===== src/rtl/bin2bcd_pkg.sv =====
// bin2bcd_pkg: shared types and constants for the sequential binary-to-BCD
// converter.
//   state_e : converter FSM states (IDLE, SHIFT, DONE)
//   BCD_W   : bits per decimal digit
package bin2bcd_pkg;

  localparam int unsigned BCD_W = 4;

  typedef enum logic [1:0] {
    IDLE,
    SHIFT,
    DONE
  } state_e;

endpackage


===== src/rtl/bin2bcd_seq_if.sv =====
// bin2bcd_seq_if: request/result bus of the binary-to-BCD converter.
//   valid_i/ready_o/bin_i : input handshake and binary operand
//   valid_o/ready_i       : result handshake
//   bcd_o/overflow_o      : packed BCD result (nibble 0 = ones), overflow flag
//   sel_i/digit_o         : decimal digit selector and the selected nibble
// Signal names are written from the converter's point of view.
//   slave  : converter side
//   master : producer/consumer side
interface bin2bcd_seq_if
  import bin2bcd_pkg::*;
#(
  parameter int unsigned WIDTH_P  = 8,
  parameter int unsigned DIGITS_P = 3
);
  localparam int unsigned SELW_P = (DIGITS_P > 1) ? $clog2(DIGITS_P) : 1;

  logic                        valid_i;
  logic                        ready_o;
  logic [WIDTH_P-1:0]          bin_i;
  logic                        valid_o;
  logic                        ready_i;
  logic [BCD_W*DIGITS_P-1:0]   bcd_o;
  logic                        overflow_o;
  logic [SELW_P-1:0]           sel_i;
  logic [BCD_W-1:0]            digit_o;

  modport slave (
    input  valid_i, bin_i, ready_i, sel_i,
    output ready_o, valid_o, bcd_o, overflow_o, digit_o
  );

  modport master (
    output valid_i, bin_i, ready_i, sel_i,
    input  ready_o, valid_o, bcd_o, overflow_o, digit_o
  );
endinterface


===== src/rtl/bin2bcd_seq_add3.sv =====
// bcd_add3: double-dabble digit correction, one decimal digit.
//   x_i : current BCD digit
//   y_o : x_i + 3 when x_i >= 5, otherwise x_i
module bcd_add3
  import bin2bcd_pkg::*;
(
  input  logic [BCD_W-1:0] x_i,
  output logic [BCD_W-1:0] y_o
);
  always_comb begin
    y_o = x_i;
    if (x_i >= BCD_W'(5)) y_o = x_i + BCD_W'(3);
  end
endmodule


===== src/rtl/bin2bcd_seq.sv =====
// bin2bcd_seq: iterative binary-to-BCD converter (shift-add-3), one bit per
// clock, valid/ready on both sides.
//   clk_i    : system clock, rising edge
//   reset_ni : asynchronous active-low reset
//   bus      : slave side of bin2bcd_seq_if (operand in, BCD result out,
//              overflow flag, combinational digit selector)
// Result is value mod 10^DIGITS_P; overflow_o flags value >= 10^DIGITS_P.
// bcd_o/overflow_o hold until the next completion.
module bin2bcd_seq
  import bin2bcd_pkg::*;
#(
  parameter int unsigned WIDTH_P  = 8,
  parameter int unsigned DIGITS_P = 3
) (
  input  logic             clk_i,
  input  logic             reset_ni,
  bin2bcd_seq_if.slave     bus
);
  localparam int unsigned SELW_P = (DIGITS_P > 1) ? $clog2(DIGITS_P) : 1;
  localparam int unsigned BCDW   = BCD_W * DIGITS_P;
  localparam int unsigned CNTW   = $clog2(WIDTH_P + 1);

  state_e              state_q;
  logic                ready_q;
  logic                valid_q;
  logic [BCDW-1:0]     bcd_q;
  logic                ovf_q;
  logic [CNTW-1:0]     cnt_q;
  logic [WIDTH_P-1:0]  sh_q;
  logic [BCDW-1:0]     acc_q;
  logic                ovf_acc_q;

  logic [BCDW-1:0]     acc_corr;
  logic [BCDW-1:0]     acc_d;
  logic [WIDTH_P-1:0]  sh_d;
  logic                ovf_acc_d;
  logic                last;
  logic [BCD_W-1:0]    digit;

  for (genvar g = 0; g < DIGITS_P; g++) begin : g_add3
    bcd_add3 u_add3 (
      .x_i (acc_q[g*BCD_W +: BCD_W]),
      .y_o (acc_corr[g*BCD_W +: BCD_W])
    );
  end

  // One double-dabble step: shift {corrected BCD, binary} left by one.
  // The bit leaving the top corrected digit is a carry past 10^DIGITS_P.
  always_comb begin
    acc_d     = {acc_corr[BCDW-2:0], sh_q[WIDTH_P-1]};
    sh_d      = sh_q << 1;
    ovf_acc_d = ovf_acc_q | acc_corr[BCDW-1];
    last      = (cnt_q == CNTW'(WIDTH_P - 1));
  end

  always_ff @(posedge clk_i or negedge reset_ni) begin
    if (!reset_ni) begin
      state_q   <= IDLE;
      ready_q   <= 1'b1;
      valid_q   <= 1'b0;
      bcd_q     <= '0;
      ovf_q     <= 1'b0;
      cnt_q     <= '0;
      sh_q      <= '0;
      acc_q     <= '0;
      ovf_acc_q <= 1'b0;
    end else begin
      case (state_q)
        IDLE: begin
          if (bus.valid_i) begin
            sh_q      <= bus.bin_i;
            acc_q     <= '0;
            ovf_acc_q <= 1'b0;
            cnt_q     <= '0;
            ready_q   <= 1'b0;
            state_q   <= SHIFT;
          end
        end
        SHIFT: begin
          acc_q     <= acc_d;
          sh_q      <= sh_d;
          ovf_acc_q <= ovf_acc_d;
          cnt_q     <= cnt_q + CNTW'(1);
          if (last) begin
            bcd_q   <= acc_d;
            ovf_q   <= ovf_acc_d;
            valid_q <= 1'b1;
            state_q <= DONE;
          end
        end
        DONE: begin
          if (bus.ready_i) begin
            valid_q <= 1'b0;
            ready_q <= 1'b1;
            state_q <= IDLE;
          end
        end
        default: begin
          valid_q <= 1'b0;
          ready_q <= 1'b1;
          state_q <= IDLE;
        end
      endcase
    end
  end

  // Out-of-range selects fall through to zero.
  always_comb begin
    digit = '0;
    for (int unsigned k = 0; k < DIGITS_P; k++) begin
      if (32'(bus.sel_i) == k) digit = bcd_q[k*BCD_W +: BCD_W];
    end
  end

  assign bus.ready_o    = ready_q;
  assign bus.valid_o    = valid_q;
  assign bus.bcd_o      = bcd_q;
  assign bus.overflow_o = ovf_q;
  assign bus.digit_o    = digit;

endmodule


===== src/flat_wrapper.sv =====
// flat-port wrapper written by rule: the top's interface ports become plain ports
module bin2bcd_seq_flat import bin2bcd_pkg::*;
#(
  parameter int unsigned WIDTH_P  = 8,
  parameter int unsigned DIGITS_P = 3
)
  (clk_i, reset_ni, bus_valid_i, bus_bin_i, bus_ready_i, bus_sel_i, bus_ready_o, bus_valid_o, bus_bcd_o, bus_overflow_o, bus_digit_o);
  bin2bcd_seq_if #(.WIDTH_P(WIDTH_P), .DIGITS_P(DIGITS_P)) bus_i ();
  input  logic clk_i;
  input  logic reset_ni;
  input wire logic [$bits(bus_i.valid_i)-1:0] bus_valid_i;
  input wire logic [$bits(bus_i.bin_i)-1:0] bus_bin_i;
  input wire logic [$bits(bus_i.ready_i)-1:0] bus_ready_i;
  input wire logic [$bits(bus_i.sel_i)-1:0] bus_sel_i;
  output wire logic [$bits(bus_i.ready_o)-1:0] bus_ready_o;
  output wire logic [$bits(bus_i.valid_o)-1:0] bus_valid_o;
  output wire logic [$bits(bus_i.bcd_o)-1:0] bus_bcd_o;
  output wire logic [$bits(bus_i.overflow_o)-1:0] bus_overflow_o;
  output wire logic [$bits(bus_i.digit_o)-1:0] bus_digit_o;
  assign bus_i.valid_i = bus_valid_i;
  assign bus_i.bin_i = bus_bin_i;
  assign bus_i.ready_i = bus_ready_i;
  assign bus_i.sel_i = bus_sel_i;
  assign bus_ready_o = bus_i.ready_o;
  assign bus_valid_o = bus_i.valid_o;
  assign bus_bcd_o = bus_i.bcd_o;
  assign bus_overflow_o = bus_i.overflow_o;
  assign bus_digit_o = bus_i.digit_o;
  bin2bcd_seq #(.WIDTH_P(WIDTH_P), .DIGITS_P(DIGITS_P)) u_core (.clk_i(clk_i), .reset_ni(reset_ni), .bus(bus_i));
endmodule

===== config.mk =====
export PLATFORM = sky130hd
export DESIGN_NAME = bin2bcd_seq_flat
export DESIGN_NICKNAME = d
export VERILOG_FILES = /design/src/rtl/bin2bcd_pkg.sv /design/src/rtl/bin2bcd_seq_if.sv /design/src/rtl/bin2bcd_seq_add3.sv /design/src/rtl/bin2bcd_seq.sv /design/src/flat_wrapper.sv
export SDC_FILE = /design/constraint.sdc
export NUM_CORES = 1
export LEC_CHECK = 0
export BUFFER_PORTS_ARGS = -buffer_cell sky130_fd_sc_hd__clkbuf_2
export CAP_MARGIN = 20
export CORE_MARGIN = 2
export CORE_UTILIZATION = 55
export DETAILED_ROUTE_END_ITERATION = 10
export PLACE_DENSITY = 0.86
export SLEW_MARGIN = 25
export SYNTH_ARGS = -nofsm -noshare
export SYNTH_HDL_FRONTEND = slang
export SYNTH_SLANG_ARGS = --single-unit

===== constraint.sdc =====
create_clock -name clk_i -period 2.1 [get_ports clk_i]
set_input_delay 0.63 -clock clk_i [delete_from_list [all_inputs] [get_ports clk_i]]
set_output_delay 0.63 -clock clk_i [all_outputs]
set_load 0.005 [all_outputs]

==> flow_summary_export.csv <==
group,metric,value,unit
run_status,outcome,"finished, final reports clean",
timing,setup_viol,0,
clock_network,htree_num_levels,2,
grt,grt_pass1_vias,1504,
synth,synth_edf_count,0,
timing,rsz0062_at_grt,"false",
setup_path,worstPathRequired,1.47,ns
setup_path,cp_slowest_cell,"nor2b_1",
clock_network,ctsHoldBuffers,0,
placement,dp_hpwl,2900,um
drt,wire_per_inst,13.7,um
power,powerDensity,1510,mW/mm^2
setup_path,cp_common_cell,"clkbuf_2",
final_layout,layout.nets,264,
synth,synth_fp_nets,229,
final_layout,drive_gt1_frac,0.230,
setup_path,endpoint,"bus_digit_o[1]",
floorplanning,die_area,0.00423,sq mm
grt,grt_use_total,0.212,
clock_network,cts_setup_buffers,0,
synth,syn_inst,208,
drt,wirelength_met1,1820,um
power,peakVddDrop,0.000714,V
floorplanning,die-width,65.0,um
timing,period_share,0.927,
timing,fin_worst_skew,0.00245,ns
drt,wirelength,4000,um
synth,yosysWarnings,0,
placement,place.port_buffers,32,
floorplanning,ios,33,
floorplanning,core_area,0.00363,sq mm
timing,relSlewSlack,0.644,
clock_network,clk_pin_slew,0.08,ns
final_layout,area_delta_synth_final,15.1,%
drt,vias,1647,
setup_path,r2r_end,"u_core.bus.bcd_o[6]",
clock_network,clockBufferDepth,2,
setup_path,path_cells,"clkbuf_2, nor2b_1, nand2_1, o21ai_0, clkbuf_2",
drt,met2_length,1910,um
floorplanning,dieHeight,65.0,um
drt,wl_met3,251,um
setup_path,cp.arrival,1.32,ns
clock_network,cts_sinks,42,
floorplanning,start_util,0.564,
hold_path,min_path_type,"input pin to asynchronous set/reset pin",
timing,max_freq,514,MHz
synth,ys_ff_latch,42,
setup_path,worstRegToRegCells,5,
timing,layout_min_cycle_time,1.95,ns
setup_path,path_class,"input pin to primary output",
synth,synthDistinctLibCells,31,
synth,synth_area_leaders,"dfrtp_1, o21ai_0, nand2_1",
timing,worstMarginPinSlew,0.533,ns
setup_path,critPathBufInv,2,
grt,antenna_found_initial,0,
grt,grt_max_degree,21,
setup_path,critPathCaptureType,"primary output",
clock_network,cts-root-buf,"clkbuf_8",
clock_network,cts_resized,0,
timing,finalHoldViolCount,0,
power,power.total,0.00357,W
setup_path,regToRegSetupSlack,0.42,ns
floorplanning,core.rowCount,22,
setup_path,worstSetupPathDepth,5,
clock_network,cts_tree,"done",
power,leakage,1.11,nW
final_layout,diodes,0,
synth,synth_top_area_cell,"dfrtp_1",
grt,overflow,0,
synth,netlist_area,0.00205,sq mm
drt,drcViolationCount,0,
synth,async_flop_share,1.00,
synth,synthTopCellsByCount,"dfrtp_1, o21ai_0, nand2_1",
setup_path,r2r-start,"u_core.acc_q[4]",
setup_path,cpPeakStageDelay,0.25,ns
flow_run,maxCapViolations,0,
placement,place_congestion,0.785,
drt,drt_iter0_markers,111,
drt,vias_per_cell,5.64,
drt,dr.pass1.iters,4,
synth,ys.flop_type,"dfrtp_1",
drt,final_antenna_net_count,0,
setup_path,crit_path_start_kind,"input pin",
setup_path,critPathLaunch,"bus_sel_i[0]",
clock_network,clk_latency,0.29,ns
grt,grt_pass1_wl,6870,um
synth,avgSynthCellArea,9.85,sq um
synth,yosysMostFrequentCell,"dfrtp_1",
timing,holdWs,0.240,ns
clock_network,cts_buffers,5,
setup_path,worstPathMaxFanout,5,
synth,synth_top_area_share,0.501,
setup_path,critPathTopFamily,"simple AND/OR/NAND/NOR gates",
timing,setup_tns,0,ns
drt,dr.max_layer_used,"met4",
synth,seq_area_frac_synth,0.514,
timing,slew_viol_final,0,
-- placed cells by master, fill, tap and decap left out, types with 2 or more instances in the layout --
cell / instances
clkbuf_2: 32
nor2b_1: 3
nor2_1: 8
clkbuf_8: 6
o21a_1: 2
nand2_1: 32
a22o_1: 5
ha_1: 7
inv_1: 9
a22oi_1: 6
xnor2_1: 3
or3b_2: 3
a21oi_1: 10
mux2_2: 5
nor3_1: 4
nand2b_1: 4
a31oi_1: 3
nor3b_1: 3
dfrtp_1: 41
o21ai_0: 37
mux2i_1: 4
o22ai_1: 2
buf_4: 4
-- final cells by class --
cell class	instances	area, sq um
Multi-Input combinational cell	148	910
Clock buffer	7	86.3
Fill cell	311	1280
Clock inverter	1	5.00
Sequential cell	42	1050
Tap cell	48	60.1
Inverter	9	33.8
Timing Repair Buffer	37	210
-- where the power goes --
| group | total, W | switching [W] | internal (W) |
|---|---|---|---|
| sequential | 0.00149 | 0.000310 | 0.00118 |
| combinational | 0.00155 | 0.000813 | 0.000734 |
| clock | 0.000531 | 0.000266 | 0.000265 |
| total | 0.00357 | 0.00139 | 0.00218 |
-- routing by layer --
layer  vias up  GRT usage
met5         -          0
met4         0     0.0391
met3         4     0.0625
met2        58      0.352
met1       789      0.280
li1        796          -
-- worst reg2reg max path, cell delays in order, from the launching register on --
cell and delay, ns:
dfrtp_1 0.43, ha_1 0.23, nand2b_1 0.15, a21oi_1 0.25, mux2_2 0.39, o21ai_0 0.16
-- sequential cells by signal (all words and copies together), names as in the netlist --
| register | cells |
|---|---|
| u_core.bus.bcd_o | 12 |
| u_core.bus.overflow_o | 1 |
| u_core.ovf_acc_q | 1 |
| u_core.bus.valid_o | 1 |
| u_core.acc_q | 12 |
| u_core.bus.ready_o | 1 |
| u_core.sh_q | 8 |
| u_core.state_q | 2 |
| u_core.cnt_q | 4 |
-- kinds of logic after synthesis --
family          count (synthesis)  share of synthesized area
simple gates                   61                      0.146
fa+ha+maj                       7                     0.0428
mux                            10                     0.0544
xor+xnor                        3                     0.0128
compound gates                 67                      0.188
flops                          42                      0.514
buf+inv                        18                     0.0421
-- how the worst min path moves through the flow --
| stage | to | startpoint | cells after the start | slack, ns |
|---|---|---|---|---|
| after floorplan | u_core.acc_q[0] | reset_ni | 0 | 0.33 |
| after global placement | u_core.sh_q[4] | u_core.sh_q[4] | 2 | 0.46 |
| after detailed placement | u_core.sh_q[3] | u_core.sh_q[3] | 2 | 0.47 |
| after CTS | u_core.bus.bcd_o[9] | reset_ni | 1 | 0.24 |
| after global routing | u_core.bus.bcd_o[9] | reset_ni | 1 | 0.25 |
| final | u_core.bus.bcd_o[9] | reset_ni | 1 | 0.24 |
-- per-stage QoR --
stage                     area, sq um  cells  worst slack, ns   util
final                            2360    292            0.154  0.649
after global routing             2360    292           0.0911  0.649
after CTS                        2360    292            0.153  0.649
after detailed placement         2270    284            0.155  0.624
after global placement           2270    284            0.205  0.624
after floorplan                  2050    208            0.317      -
No activity file was read; power rests on OpenSTA's default activity.
